`src/rtl/fp_op_sequencer_pkg.sv`:
```
// rtl/fp_op_sequencer_pkg.sv - shared state encodings, widths and Op stepping helper
package fp_seq_pkg;

   localparam int OP_WIDTH        = 4;
   localparam int LAST_OP_DEFAULT = 4;

   typedef enum logic [1:0] {
      S_STOP   = 2'd0,
      S_AUTO   = 2'd1,
      S_MANUAL = 2'd2
   } state_e;

   // Anything at or above the last index wraps, so a corrupted Op recovers to 0.
   function automatic logic [OP_WIDTH-1:0] next_op(input logic [OP_WIDTH-1:0] x,
                                                   input logic [OP_WIDTH-1:0] last);
      return (x >= last) ? '0 : x + OP_WIDTH'(1);
   endfunction

endpackage

```
`src/rtl/fp_op_sequencer_if.sv`:
```
// rtl/fp_op_sequencer_if.sv - control inputs and Op/status outputs of the sequencer
interface fp_op_sequencer_if;
   import fp_seq_pkg::*;

   logic                Boton;
   logic                Modo;
   logic                run;
   logic [OP_WIDTH-1:0] Op;
   logic                avance;
   logic                boton_db;
   logic                boton_pulse;
   logic [1:0]          estado;

   modport master (
      output Boton, Modo, run,
      input  Op, avance, boton_db, boton_pulse, estado
   );

   modport slave (
      input  Boton, Modo, run,
      output Op, avance, boton_db, boton_pulse, estado
   );
endinterface

```
`src/rtl/fp_op_sequencer_button_debouncer.sv`:
```
// rtl/fp_op_sequencer_button_debouncer.sv - 2-flop synchronizer, stability counter, rising-edge pulse
module button_debouncer #(
   parameter int DEBOUNCE_CYCLES = 16
) (
   input  logic clk,
   input  logic rst_n,
   input  logic raw,
   output logic level,
   output logic rise_pulse
);
   localparam int            CW      = (DEBOUNCE_CYCLES > 1) ? $clog2(DEBOUNCE_CYCLES) : 1;
   localparam logic [CW-1:0] CNT_MAX = CW'(DEBOUNCE_CYCLES - 1);

   logic          sync1_q, sync2_q;
   logic          level_q, level_d;
   logic          pulse_q, pulse_d;
   logic [CW-1:0] cnt_q, cnt_d;

   always_comb begin
      level_d = level_q;
      pulse_d = 1'b0;
      cnt_d   = '0;
      if (sync2_q != level_q) begin
         if (cnt_q == CNT_MAX) begin
            level_d = ~level_q;
            pulse_d = ~level_q;
         end else begin
            cnt_d = cnt_q + CW'(1);
         end
      end
   end

   always_ff @(posedge clk or negedge rst_n) begin
      if (!rst_n) begin
         sync1_q <= 1'b0;
         sync2_q <= 1'b0;
         level_q <= 1'b0;
         pulse_q <= 1'b0;
         cnt_q   <= '0;
      end else begin
         sync1_q <= raw;
         sync2_q <= sync1_q;
         level_q <= level_d;
         pulse_q <= pulse_d;
         cnt_q   <= cnt_d;
      end
   end

   assign level      = level_q;
   assign rise_pulse = pulse_q;
endmodule

```
`src/rtl/fp_op_sequencer.sv`:
```
// rtl/fp_op_sequencer.sv - steps Op through 0..LAST_OP from an auto tick or a debounced button
module fp_op_sequencer
   import fp_seq_pkg::*;
#(
   parameter int DEBOUNCE_CYCLES = 16,
   parameter int AUTO_PERIOD     = 8,
   parameter int LAST_OP         = LAST_OP_DEFAULT
) (
   input logic              clk,
   input logic              rst_n,
   fp_op_sequencer_if.slave seq_io
);
   localparam int                  TW       = (AUTO_PERIOD > 1) ? $clog2(AUTO_PERIOD) : 1;
   localparam logic [TW-1:0]       TICK_MAX = TW'(AUTO_PERIOD - 1);
   localparam logic [OP_WIDTH-1:0] OP_LAST  = OP_WIDTH'(LAST_OP);

   state_e              state_q, state_d;
   logic [TW-1:0]       tick_q, tick_d;
   logic [OP_WIDTH-1:0] op_q, op_d;
   logic                avance_q, avance_d;
   logic                db_level, db_pulse;

   button_debouncer #(
      .DEBOUNCE_CYCLES(DEBOUNCE_CYCLES)
   ) u_debouncer (
      .clk       (clk),
      .rst_n     (rst_n),
      .raw       (seq_io.Boton),
      .level     (db_level),
      .rise_pulse(db_pulse)
   );

   // A step only happens when the state is unchanged this cycle, so a run drop
   // or mode switch cancels a pending tick or button pulse.
   always_comb begin
      state_d  = S_STOP;
      tick_d   = '0;
      op_d     = op_q;
      avance_d = 1'b0;
      if (seq_io.run) begin
         state_d = seq_io.Modo ? S_MANUAL : S_AUTO;
      end
      if (state_q == state_d) begin
         case (state_q)
            S_AUTO: begin
               if (tick_q == TICK_MAX) begin
                  op_d     = next_op(op_q, OP_LAST);
                  avance_d = 1'b1;
               end else begin
                  tick_d = tick_q + TW'(1);
               end
            end
            S_MANUAL: begin
               if (db_pulse) begin
                  op_d     = next_op(op_q, OP_LAST);
                  avance_d = 1'b1;
               end
            end
            default: ;
         endcase
      end
   end

   always_ff @(posedge clk or negedge rst_n) begin
      if (!rst_n) begin
         state_q  <= S_STOP;
         tick_q   <= '0;
         op_q     <= '0;
         avance_q <= 1'b0;
      end else begin
         state_q  <= state_d;
         tick_q   <= tick_d;
         op_q     <= op_d;
         avance_q <= avance_d;
      end
   end

   assign seq_io.Op          = op_q;
   assign seq_io.avance      = avance_q;
   assign seq_io.boton_db    = db_level;
   assign seq_io.boton_pulse = db_pulse;
   assign seq_io.estado      = state_q;
endmodule

```
`src/flat_wrapper.sv`:
```
// flat-port wrapper written by rule: the top's interface ports become plain ports
module fp_op_sequencer_flat import fp_seq_pkg::*;
#(
   parameter int DEBOUNCE_CYCLES = 16,
   parameter int AUTO_PERIOD     = 8,
   parameter int LAST_OP         = LAST_OP_DEFAULT
)
  (clk, rst_n, seq_io_Boton, seq_io_Modo, seq_io_run, seq_io_Op, seq_io_avance, seq_io_boton_db, seq_io_boton_pulse, seq_io_estado);
  fp_op_sequencer_if seq_io_i ();
  input logic clk;
  input logic rst_n;
  input wire logic [$bits(seq_io_i.Boton)-1:0] seq_io_Boton;
  input wire logic [$bits(seq_io_i.Modo)-1:0] seq_io_Modo;
  input wire logic [$bits(seq_io_i.run)-1:0] seq_io_run;
  output wire logic [$bits(seq_io_i.Op)-1:0] seq_io_Op;
  output wire logic [$bits(seq_io_i.avance)-1:0] seq_io_avance;
  output wire logic [$bits(seq_io_i.boton_db)-1:0] seq_io_boton_db;
  output wire logic [$bits(seq_io_i.boton_pulse)-1:0] seq_io_boton_pulse;
  output wire logic [$bits(seq_io_i.estado)-1:0] seq_io_estado;
  assign seq_io_i.Boton = seq_io_Boton;
  assign seq_io_i.Modo = seq_io_Modo;
  assign seq_io_i.run = seq_io_run;
  assign seq_io_Op = seq_io_i.Op;
  assign seq_io_avance = seq_io_i.avance;
  assign seq_io_boton_db = seq_io_i.boton_db;
  assign seq_io_boton_pulse = seq_io_i.boton_pulse;
  assign seq_io_estado = seq_io_i.estado;
  fp_op_sequencer #(.DEBOUNCE_CYCLES(DEBOUNCE_CYCLES), .AUTO_PERIOD(AUTO_PERIOD), .LAST_OP(LAST_OP)) u_core (.clk(clk), .rst_n(rst_n), .seq_io(seq_io_i));
endmodule
```
`config.mk`:
```
export PLATFORM = sky130hd
export DESIGN_NAME = fp_op_sequencer_flat
export DESIGN_NICKNAME = d
export VERILOG_FILES = /design/src/rtl/fp_op_sequencer_pkg.sv /design/src/rtl/fp_op_sequencer_if.sv /design/src/rtl/fp_op_sequencer_button_debouncer.sv /design/src/rtl/fp_op_sequencer.sv /design/src/flat_wrapper.sv
export SDC_FILE = /design/constraint.sdc
export NUM_CORES = 1
export LEC_CHECK = 0
export BUFFER_PORTS_ARGS = -buffer_cell sky130_fd_sc_hd__buf_2
export CAP_MARGIN = 20
export CELL_PAD_IN_SITES_DETAIL_PLACEMENT = 1
export CELL_PAD_IN_SITES_GLOBAL_PLACEMENT = 1
export CORE_MARGIN = 3
export CORE_UTILIZATION = 38
export CTS_CLUSTER_DIAMETER = 40
export DETAILED_ROUTE_END_ITERATION = 10
export PLACE_DENSITY = 0.74
export SLEW_MARGIN = 30
export SYNTH_ARGS = -nofsm -noshare
export SYNTH_HDL_FRONTEND = slang
export SYNTH_SLANG_ARGS = --single-unit
```
`constraint.sdc`:
```
create_clock -name clk -period 1.5 [get_ports clk]
set_input_delay 0.225 -clock clk [delete_from_list [all_inputs] [get_ports clk]]
set_output_delay 0.225 -clock clk [all_outputs]
set_load 0.005 [all_outputs]
```
* Word-level counts from Yosys, hierarchy flattened
Index checks and enable logic that the tools add are counted.
** Operators by class
- Add/subtract/negate cells :: 3
- Order comparisons :: 1
- Equality and inequality tests :: 8
- Multiplexer cells :: 17
- Bitwise gates (word level) :: 1
- Reduce and logical (&&, ||, !) cells :: 3
** Operator list (count)
- 2-to-1 mux 4 bit :: 5
- 2-to-1 mux 3 bit :: 3
- adder 4 x 1 -> 4 bit, second input constant :: 2
- one-hot mux 4 bit (2 select lines) :: 1
- 2-to-1 mux 1 bit :: 5
- equality test 4 bit, second input constant :: 1
- >= comparator 4 x 3 -> 1 bit, second input constant :: 1
- 2-to-1 mux 2 bit :: 2
- AND reduction 4 bit :: 1
- adder 3 x 1 -> 3 bit, second input constant :: 1
- equality test 3 bit, second input constant :: 1
- equality test 2 x 1 -> 1 bit, second input constant :: 1
- equality test 2 bit :: 1
- equality test 2 bit, second input constant :: 1
- inequality test 2 x 1 -> 1 bit, second input constant :: 1
- inequality test 2 bit, second input constant :: 1
- one-hot mux 1 bit (2 select lines) :: 1
- AND reduction 2 bit :: 1
- nonzero test 2 bit :: 1
- inequality test 1 bit :: 1
- NOT 1 bit :: 1
** Storage, ports and cells
- Register bits :: 18
- Input port bits :: 5
- Logic and storage cells :: 42

* Depth between registers and ports, before layout
Gate-level depths: netlist of the first run.
- Word-level depth :: 4
- Mapped depth :: 5
- Mapped depth without buffers :: 5

* Hierarchy
Synthesis of the first run repeated with hierarchy kept, for this count alone.
** Unflattened totals
- Cells, all modules :: 59
- Area, all modules :: 815.8 µm²
** By module, submodules not included
- fp_op_sequencer :: times used 1, cells an instance 39, area an instance 513.0 µm²
- button_debouncer :: times used 1, cells an instance 20, area an instance 302.8 µm²

* Worst setup path before layout of the first run
No wires, ideal clock.
- Path kind :: register -> register
- Start :: register u_core.tick_q[0]
- End :: register u_core.op_q[0], in the netlist u_core.seq_io.Op[0]
- Library setup time :: 0.125 ns
- Data arrival time :: 1.462 ns
- Slack :: -0.087 ns
- Cell stages (with the launch flop) :: 6
- Path buffers :: 0
- Period minus slack after synthesis :: 1.587 ns
- Path through :: dfrtp_1 > ha_1 > ha_1 > mux2_2 > o311a_4 > mux2_4
** On the way
- Cells in the longest elaborated chain, start to end :: 3
** RTL lines
- start, declared :: RTL line fp_op_sequencer.sv:18 : logic [TW-1:0] tick_q, tick_d;
- start signal, assigned :: RTL line fp_op_sequencer.sv:72 : tick_q <= tick_d;
- equality test 3 bit :: RTL line fp_op_sequencer.sv:46 : if (tick_q == TICK_MAX) begin
- inequality test 2 x 1 -> 1 bit (no line)
- AND reduction 4 bit (no line)
- end signal, assigned :: RTL line fp_op_sequencer.sv:73 : op_q <= op_d;
- end, declared :: RTL line fp_op_sequencer.sv:19 : logic [OP_WIDTH-1:0] op_q, op_d;
Every way passes these cells.
A chain may end at the register's enable or synchronous reset.

* Worst setup path in the final report of the first run
- Start :: register u_core.tick_q[0]
- End :: register u_core.op_q[2], in the netlist u_core.seq_io.Op[2]
The elaborated chain is that of the path after synthesis.

==> run metrics, run 1 <==
die area around 2800 um^2; leakage power 0.4879 nW; Synth Area in Adders 9.132%; Worst-Margin Slew roughly 380 ps; failing checks negative setup slack; Compound-Gate Fraction of Synth Area roughly 6.2%; Fmax around 640 MHz; clock tree buffer depth 2; min Tclk post-route 1567 ps; number of global-route vias before repair slightly above 600; Clk pwr share 26.3%; Sw Pwr roughly 280 uW; power share of the combinational group roughly a fifth; global-route wire length before repair 2.594 mm; dpl hpwl roughly 1.2 mm; Num Clock Sinks 18; die height between 50 and 60 um; share of power burned in registers between 50% and 60%; internal power around 820 uW; global route overflow 0; Final Util between 50% and 60%; Synth Warn # 0; Non-Filler Instances roughly 110; CP arrival around 1700 ps; Skew-Pair Late Insertion Delay between 200 and 300 ps; layout cell share with drive strength beyond 1 44.05%; xor/xnor share of the synthesized area under 10%; via count around 550; CP bufs+invs 0; IO buf count 13; Worst EP required about 1700 ps; CTS tree built; Final Cell Area 1032 um^2; final setup fails 3; Syn Inst Count between 60 and 70; CP endpoint kind flop; Cell Area, Synth 822.0 um^2; Post-Synth Simple-Gate Area 17.66%; Cell Area, Placed between 900 and 1000 um^2; Detailed Route WL between 1.5 and 2 mm; most frequent CP cell mux2_4; CTS clk-pin slew, worst paths 100 ps; Final ANT Viol Nets 0; placed cell count around 110; status finished, violations left; maximum vdd drop approximately 0.7 mV; Core Rows 16; Overall Global Routing Usage 12.79%; slowest cell on the critical path dfrtp_1; setup ws final -67.20 ps; number of vias per cell approximately 5; maximum level of the CTS H-tree 1; critical path cell sequence ha_2 > ha_4 > mux2_4 > o311a_4 > mux2_4; drc violations 0; largest family of logic cells by synthesized area simple AND/OR/NAND/NOR gates; Hold Crit Class primary input to flop; DRT iter0 DRCs 5; wire length per cell 13.92 um; die width between 50 and 60 um; Final Skew between 0.8 and 0.9 ps; Pre-Repair DR Iteration Count 4; Max-Slew Margin vs Limit 74.29%; final hold violations 0; unrepaired setup endpoints after global routing yes; antenna violations before repair 0; crit-path leading delay family multiplexers; io pins 14; synth-to-layout area growth 25.57%; Maximum Capacitance Violations 0; Core Area between 2000 and 2500 um^2; Final Cycle Share 104.5%; Sw Ratio 25.25%; synth unique cells 22; TritonCTS Buffers 3; mean area per synthesized cell approximately 13 um^2; crit path launch type flop; Placer Congestion 0.6904; Yosys reg bits 18; cell area power density between 1000 and 1500 nW/um^2; Antenna diodes 0; Hold Startpoint seq_io_Boton; fin nets 96; sequential fraction of the synthesis area approximately 55%; Layout fillers 212; Reg-to-Reg Start u_core.tick_q[0]$_DFF_PN0_; count of pins over their slew limit 0; CP startpoint u_core.tick_q[0]$_DFF_PN0_; syn nets between 70 and 80; Initial Util 41.06%; post-synthesis mux area share under 10%; Root Driver clkbuf_4; largest net degree at the start of global routing 19; Critical Path Max Stage Delay approximately 400 ps; WS Path Type flop to flop; Max Fanout on Critical Path 4
[Yosys cell counts, drive strengths merged]
cell | instances | area share [%]
a21oi | 2 | 1.2
a22oi | 1 | 0.91
and2 | 1 | 0.76
and2b | 1 | 1.1
and4b | 1 | 1.4
and4bb | 1 | 2.0
dfrtp | 18 | 55
ha | 6 | 9.1
inv | 4 | 1.8
mux2 | 5 | 8.2
nand2b | 1 | 0.76
nand3 | 1 | 0.61
nand4b | 1 | 1.1
nor2 | 2 | 0.91
nor2b | 2 | 1.5
nor3 | 5 | 3.0
nor3b | 5 | 4.6
o21ai | 1 | 0.61
o311a | 1 | 2.6
o31ai | 1 | 0.91
xnor2 | 2 | 2.1
[placed cells by master, fill, tap and decap left out, types with 2 or more instances in the layout]
| master | count |
|---|---|
| inv_1 | 2 |
| clkbuf_4 | 3 |
| nor2_1 | 2 |
| mux2_4 | 4 |
| ha_4 | 2 |
| xnor2_1 | 2 |
| ha_2 | 2 |
| nor2b_1 | 2 |
| inv_2 | 2 |
| ha_1 | 2 |
| dfrtp_1 | 17 |
| a21oi_1 | 2 |
| nor3b_1 | 5 |
| nor3_1 | 5 |
| buf_2 | 13 |
| buf_4 | 4 |
[layout make-up]
type,count,area [um^2],area share (%)
repair buffers,18,105.1,10.18
clock buffers,4,36.28,3.515
flip-flops and latches,18,451.7,43.76
multi-input cells,40,390.4,37.82
well taps,27,33.78,3.273
inverters,4,15.01,1.455
[logic make-up after synthesis]
kind of cell / after synthesis
adder cells (fa/ha/maj): 6
buffers and inverters: 4
XOR/XNOR: 2
flip-flops: 18
multiplexers: 5
AND/OR/NAND/NOR: 21
AO/OA/AOI/OAI: 6
[metal layers]
| metal | vias up | wire [um] | global-route usage, % |
|---|---|---|---|
| li1 | 265 | - | - |
| met5 | - | 0 | 0 |
| met4 | 0 | 14 | 3.830 |
| met1 | 275 | 698 | 15.55 |
| met3 | 2 | 41 | 2.564 |
| met2 | 10 | 791 | 22.52 |
[worst paths after layout]
path / end / slack (ps) / cells after the start
max in group asynchronous: u_core.seq_io.estado[0]$_DFF_PN0_ / 820 / 2
worst min-delay path: u_core.u_debouncer.sync1_q$_DFF_PN0_ / 40 / 1
min in group asynchronous: u_core.u_debouncer.cnt_q[3]$_DFF_PN0_ / 390 / 2
worst max-delay path: u_core.seq_io.Op[2]$_DFFE_PN0P_ / -70 / 5
worst min register to register: u_core.u_debouncer.sync2_q$_DFF_PN0_ / 380 / 0
worst max register to register: u_core.seq_io.Op[2]$_DFFE_PN0P_ / -70 / 5
[registers in the layout (all words and copies together) (netlist names)]
register / cells
u_core.seq_io.Op: 4
u_core.u_debouncer.cnt_q: 4
u_core.tick_q: 3
u_core.seq_io.estado: 2
u_core.seq_io.avance: 1
u_core.u_debouncer.level: 1
u_core.u_debouncer.rise_pulse: 1
u_core.u_debouncer.sync1_q: 1
u_core.u_debouncer.sync2_q: 1
[repair_timing]
| action | CTS | global route |
|---|---|---|
| buffers inserted | 0 | 0 |
| resized for setup | 1 | 4 |
| hold endpoints to repair | 18 | 0 |
| setup endpoints to repair | 3 | 4 |
| hold buffers | 1 | 0 |
[power groups by stage]
| stage | clock network (mW) | logic, mW | registers (mW) |
|---|---|---|---|
| 3_5_place_dp | 0 | 0.228 | 0.596 |
| 2_1_floorplan | 0 | 0.137 | 0.591 |
| 3_3_place_gp | 0 | 0.215 | 0.595 |
| 4_1_cts | 0.302 | 0.229 | 0.589 |
| 6_report | 0.289 | 0.224 | 0.588 |
| 5_1_grt | 0.329 | 0.259 | 0.599 |
[through the flow]
stage          setup TNS, ps  setup slack, ps  total power, mW  hold WS [ps]
2_1_floorplan         -19.55           -6.517           0.7279        -70.59
3_5_place_dp          -228.5           -80.94           0.8235         182.4
5_1_grt               -487.0           -129.1            1.187         21.25
4_1_cts               -196.6           -75.41            1.120         32.36
3_3_place_gp          -62.36           -21.29           0.8101         172.0
6_report              -174.2           -67.20            1.101         41.01
No activity file was read; power rests on OpenSTA's default activity.
==> run 2: changes to the inputs <==
ABC_AREA = 1   (was default)
BUFFER_PORTS_ARGS = -buffer_cell sky130_fd_sc_hd__clkbuf_2   (was -buffer_cell sky130_fd_sc_hd__buf_2)
CORE_UTILIZATION = 37   (was 38)
PLACE_DENSITY = 0.75   (was 0.74)
RECOVER_POWER = 25   (was default)
==> run 2 against run 1 <==
Net effect:
- area after synthesis increased by 5.2%
- final cell count grew 21%
- the flow now finishes without violations
- final area decreased by 0.85%
- combinational power down 9.8%
- die area rose by 7.1%
==> run metrics, run 2 <==
status complete, no violations; min Tclk post-route roughly 1400 ps; synth-to-layout area growth 18.38%; die height approximately 54 um; TritonCTS Buffers 3; Core Rows 16; Overall Global Routing Usage between 10% and 20%; Synth top area share 52.10%; CTS clk-pin slew, worst paths ~100 ps; FF-to-FF path depth 7; sequential fraction of the synthesis area between 50% and 60%; Post-Synth Simple-Gate Area slightly below 30%; die width ~54 um; synth cell count leaders dfrtp_1 (18), nand2_1 (18), inv_1 (13); largest family of logic cells by synthesized area simple AND/OR/NAND/NOR gates; cells taking the most area after synthesis dfrtp_1 (52%), ha_1 (8.7%), nand2_1 (7.8%), inv_1 (5.6%), nor2_1 (3.9%); cell area power density between 1000 and 1500 nW/um^2; fin nets ~120; Root Driver clkbuf_4; Worst EP required roughly 1700 ps; post-synthesis mux area share 0%; number of global-route vias before repair 630; Top FF cell, synth dfrtp_1; xor/xnor share of the synthesized area between 2 and 2.5%; antenna violations before repair 0; Maximum Capacitance Violations 0; largest net degree at the start of global routing 19; Cell Area, Synth around 860 um^2; Final Cycle Share 93.13%; IO buf count 13; Core Area between 2000 and 2500 um^2; Initial Util around 42%; drc violations 0; Detailed Route WL between 1.5 and 2 mm; Num Clock Sinks 18; Non-Filler Instances ~130; Synth Warn # 0; clock tree buffer depth 2; synth unique cells 20; number of synthesized flops with an enable pin 0; Final ANT Viol Nets 0; Max Fanout on Critical Path 4; Hold Path Depth 1; fraction of registers with async set/reset between 90% and 100%; placed cell count ~130; Final Skew 3.944 ps; count of pins over their slew limit 0; final hold violations 0; Skew-Pair Late Insertion Delay between 200 and 300 ps; Compound-Gate Fraction of Synth Area under 10%; area leader, netlist dfrtp_1; most frequent cells in the layout nand2_1 (18), dfrtp_1 (18), inv_1 (12); Antenna diodes 0; Sum Neg Setup Slack 0 ps; global route overflow 0; number of vias per cell approximately 4.7; DRT iter0 DRCs 1; Hold Crit Class primary input to flop; layout cell share with drive strength beyond 1 a little over a quarter; die area about 3000 um^2; leakage power 0.5402 nW; maximum level of the CTS H-tree 1; overall power about 1.1 mW; Fmax a little over 700 MHz; CP arrival about 1600 ps; CTS tree built; Syn Inst Count 87; Pre-Repair DR Iteration Count 3; io pins 14; unrepaired setup endpoints after global routing no; Placer Congestion 0.7147; dpl hpwl between 1 and 1.5 mm; Yosys reg bits 18; crit path launch type flop; wire length per cell ~12 um; Max-Slew Margin vs Limit between 30% and 40%; Worst-Margin Slew ~970 ps; global-route wire length before repair around 2.8 mm; maximum vdd drop 0.5105 mV; final setup fails 0; syn nets between 90 and 100; CP endpoint kind flop; WS Path Type flop to flop; via count around 630; mean area per synthesized cell 9.938 um^2; Synth Area in Adders 8.683%
[run 2: cell types whose count changed after synthesis, moves of 3 or more]
cell / delta
inv_1: +9
nand3_1: +3
mux2_4: -3
nor2_1: +7
nor3b_1: -4
nor3_1: -4
nand2_1: +18
nand4_1: +3
[run 2: repair_timing]
action | CTS | global route
endpoints found under the hold margin | 18 | 0
setup buffers | 0 | 2
setup endpoints to repair | 0 | 3
gates resized for setup | 0 | 2
hold buffers | 1 | 0
[run 2: cells by family (layout without fill, tap and decap cells)]
logic type | after synthesis | count (layout)
buf+inv | 13 | 33
simple gates | 46 | 46
xor+xnor | 2 | 2
fa+ha+maj | 6 | 6
compound gates | 2 | 2
flops | 18 | 18
[run 2: worst max-delay path, stage by stage, from the launching register on]
cell and delay [ps]:
dfrtp_1 420, inv_2 60, ha_1 210, inv_1 60
nand2_1 80, a21oi_4 230, nand3_4 100, and2_4 140
[run 2: routing by layer]
| layer | share of wire (%) | up-vias | GRT usage (%) |
|---|---|---|---|
| li1 | - | 314 | - |
| met1 | 47 | 298 | 16.12 |
| met2 | 48 | 11 | 22.91 |
| met3 | 2.8 | 4 | 3.270 |
| met5 | 0 | - | 0 |
| met4 | 1.7 | 0 | 7.469 |
[run 2: worst paths after layout]
| path | endpoint | slack, ps | from |
|---|---|---|---|
| setup / recovery | u_core.seq_io.Op[3]$_DFFE_PN0P_ | 100 | u_core.seq_io.estado[0]$_DFF_PN0_ |
| hold / removal | u_core.u_debouncer.sync1_q$_DFF_PN0_ | 30 | seq_io_Boton |
| setup reg to reg | u_core.seq_io.Op[3]$_DFFE_PN0P_ | 100 | u_core.seq_io.estado[0]$_DFF_PN0_ |
| hold reg to reg | u_core.u_debouncer.sync2_q$_DFF_PN0_ | 360 | u_core.u_debouncer.sync1_q$_DFF_PN0_ |
| max in group asynchronous | u_core.seq_io.Op[0]$_DFFE_PN0P_ | 310 | rst_n |
| min in group asynchronous | u_core.tick_q[0]$_DFF_PN0_ | 610 | rst_n |
[run 2: layout make-up]
| type | instances | area, um^2 |
|---|---|---|
| Clock buffer | 4 | 36.28 |
| Fill cell | 255 | 1059 |
| Inverter | 13 | 48.80 |
| Multi-Input combinational cell | 56 | 367.9 |
| Sequential cell | 18 | 450.4 |
| Tap cell | 27 | 33.78 |
| Timing Repair Buffer | 16 | 86.33 |
[run 2: power breakdown]
group / internal [mW] / switching (mW) / leakage (nW)
Sequential: 0.525 / 0.0346 / 0.238
Clock: 0.148 / 0.149 / 0.0210
Combinational: 0.0831 / 0.119 / 0.281
[run 2: metrics by stage]
| stage | hold slack (ps) | worst slack [ps] | utilization [%] | cell area [um^2] |
|---|---|---|---|---|
| floorplan | -70.59 | 220.5 | - | 864.6 |
| global placement | 189.6 | 136.3 | 46.27 | 963.4 |
| finish | 32.05 | 103.1 | 49.16 | 1023 |
| CTS | 21.74 | 83.51 | 48.50 | 1010 |
| global route | 17.80 | 10.36 | 49.16 | 1023 |
| detailed placement | 198.2 | 102.3 | 46.27 | 963.4 |
==> run 3: changes to the inputs <==
RECOVER_POWER = 100   (was 25)
SYNTH_HIERARCHICAL = 1   (was default)
==> run 3 against run 2 <==
Net effect:
- final area is 1.8% lower
- power is 1.9% lower
- first-iteration DRC count grew to 6.0 times the previous value
- global-route usage is 1.1 points lower
- combinational power is 9% lower
- highest routed layer unchanged
- synthesized cell count is 6.9% higher
- clock skew is 2.3 ps higher
- largest power group unchanged
- critical path depth is 1 lower
==> run metrics, run 3 <==
Pre-Repair DR Iteration Count 3; Yosys reg bits 18; synth-to-layout area growth 14.22%; Sw Ratio approximately 28%; number of vias per cell 4.626; Core Area around 2200 um^2; cell area power density ~1000 nW/um^2; die width approximately 55 um; fin nets ~120; number of global-route vias before repair 660; antenna violations before repair 0; layout cell share with drive strength beyond 1 around a fifth; fraction of registers with async set/reset 100.0%; DRT iter0 DRCs 6; clock tree buffer depth 2; count leader, synth nand2_1; Syn Inst Count 93; io pins 14; Overall Global Routing Usage 12.59%; Placer Congestion 0.7219; min Tclk post-route roughly 1400 ps; Max Fanout on Critical Path 4; die area about 3000 um^2; setup ws final about 140 ps; R2R setup slack between 100 and 150 ps; synth unique cells 18; Antenna diodes 0; Critical Path Max Stage Delay about 420 ps; mean area per synthesized cell ~9.5 um^2; final setup fails 0; Final Skew 6.239 ps; largest net degree at the start of global routing 19; Num Clock Sinks 18; leading cell type in the layout, fill and taps excluded nand2_1; area leader, netlist dfrtp_1; Layout fillers between 200 and 300; Top FF cell, synth dfrtp_1; dpl hpwl 1.289 mm; drc violations 0; Cell Area, Synth between 800 and 900 um^2; Synth Warn # 6; Hold Crit Class primary input to flop; Worst EP required around 1700 ps; Final Cycle Share between 90 and 100%; crit path launch type flop; Core Rows 17; Maximum Capacitance Violations 0; share of power burned in registers between 50% and 60%; CP endpoint kind flop; critical path cell sequence inv_1 > ha_2 > nand2_1 > a21oi_4 > nand3_4 > and2_4; internal power 744.8 uW; leakage power approximately 0.52 nW; synth cell count leaders nand2_1 (21), dfrtp_1 (18), inv_1 (13); sequential fraction of the synthesis area 51.21%; crit-path leading delay family flip-flops; Worst-Margin Slew between 900 and 1000 ps; CTS tree built; maximum level of the CTS H-tree 1; syn nets 104; die height between 50 and 60 um; Max-Slew Margin vs Limit ~36%; Detailed Route WL ~1.6 mm; final hold violations 0; global-route wire length before repair between 2 and 3 mm; number of synthesized flops with an enable pin 0; CTS clk-pin slew, worst paths between 100 and 150 ps; Synth top area share 51.21%; Setup WS pre-CTS about 90 ps; cells taking the most area after synthesis dfrtp_1 (51%), nand2_1 (9.0%), ha_1 (8.5%), inv_1 (5.5%), nor2_1 (3.8%); Skew-Pair Late Insertion Delay between 200 and 300 ps; Clk pwr share 28.3%; IO buf count 13; via count 643; TritonCTS Buffers 3; Sum Neg Setup Slack 0 ps; count of pins over their slew limit 0; wire length per cell ~11 um; Initial Util between 30% and 40%; Sw Pwr 293.7 uW; most frequent cells in the layout nand2_1 (23), dfrtp_1 (18), inv_1 (12); status complete, no violations; Root Driver clkbuf_4; unrepaired setup endpoints after global routing no; CP arrival ~1600 ps; slowest cell on the critical path dfrtp_1; power share of the combinational group approximately 18%; Setup Fix Bufs, Post-CTS 0; Final ANT Viol Nets 0; WS Path Type flop to flop; Fmax about 730 MHz; CP bufs+invs 1; maximum vdd drop between 0.5 and 0.6 mV; global route overflow 0
## run 3: power by group through the flow
stage          registers, mW  clock network (mW)  logic [mW]
6_report               0.561               0.294       0.183
5_1_grt                0.569               0.330       0.215
4_1_cts                0.562               0.314       0.196
3_5_place_dp           0.572                   0       0.192
3_3_place_gp           0.570                   0       0.187
2_1_floorplan          0.568                   0       0.117
## run 3: final timing paths
check | start | end | depth (start not counted)
setup / recovery | u_core/seq_io.estado[1]$_DFF_PN0_ | u_core/seq_io.Op[3]$_DFFE_PN0P_ | 6
hold / removal | seq_io_Boton | u_core/u_debouncer/sync1_q$_DFF_PN0_ | 1
setup reg to reg | u_core/seq_io.estado[1]$_DFF_PN0_ | u_core/seq_io.Op[3]$_DFFE_PN0P_ | 6
hold reg to reg | u_core/u_debouncer/sync1_q$_DFF_PN0_ | u_core/u_debouncer/sync2_q$_DFF_PN0_ | 0
max in group asynchronous | rst_n | u_core/u_debouncer/sync2_q$_DFF_PN0_ | 2
min in group asynchronous | rst_n | u_core/seq_io.Op[0]$_DFFE_PN0P_ | 2
## run 3: repair_timing
item,4_1_cts,5_1_grt
hold endpoints to repair,18,0
hold buffers,1,0
setup endpoints to repair,0,4
gates resized for setup,0,3
## run 3: kinds of logic after synthesis
group | after synthesis | synth area share, %
XOR/XNOR | 1 | 0.9959
AND/OR/NAND/NOR | 51 | 30.44
adder cells (fa/ha/maj) | 6 | 8.535
AO/OA/AOI/OAI | 2 | 2.418
flip-flops | 18 | 51.21
buffers and inverters | 15 | 6.402
## run 3: worst register-to-register path: cells and delay by family, from the launching register on
kind | cells | cell delay [ps]
adders and majority gates | 1 | 210
buffers and inverters | 1 | 80
DFF | 1 | 420
and+or+nand+nor | 3 | 360
AOI/OAI and AO/OA | 1 | 200
## run 3: cell type report
| class | instances | area [um^2] | area share (%) |
|---|---|---|---|
| Sequential cell | 18 | 450.4 | 44.83 |
| Multi-Input combinational cell | 60 | 362.8 | 36.11 |
| Timing Repair Buffer | 14 | 63.81 | 6.351 |
| Inverter | 15 | 56.30 | 5.604 |
| Clock buffer | 4 | 36.28 | 3.611 |
| Tap cell | 28 | 35.03 | 3.487 |
## run 3: stage by stage
| stage | hold slack (ps) | area [um^2] | total power [mW] | instances | utilization (%) |
|---|---|---|---|---|---|
| 4_1_cts | 27.77 | 1026 | 1.071 | 139 | 45.94 |
| 5_1_grt | 16.11 | 1005 | 1.114 | 139 | 44.99 |
| 6_report | 40.17 | 1005 | 1.038 | 139 | 44.99 |
| 2_1_floorplan | -70.59 | 879.6 | 0.6856 | 93 | - |
| 3_5_place_dp | 195.7 | 979.7 | 0.7639 | 134 | 43.87 |
| 3_3_place_gp | 190.1 | 979.7 | 0.7572 | 134 | 43.87 |
## run 3: routing by layer
layer / vias up / part of all wire, % / global-route usage [%] / wire length (um)
li1: 327 / - / - / -
met1: 307 / 43 / 14.21 / 695
met2: 7 / 52 / 22.83 / 835
met3: 2 / 3.4 / 2.452 / 54
met4: 0 / 0.75 / 4.979 / 12
met5: - / 0 / 0 / 0
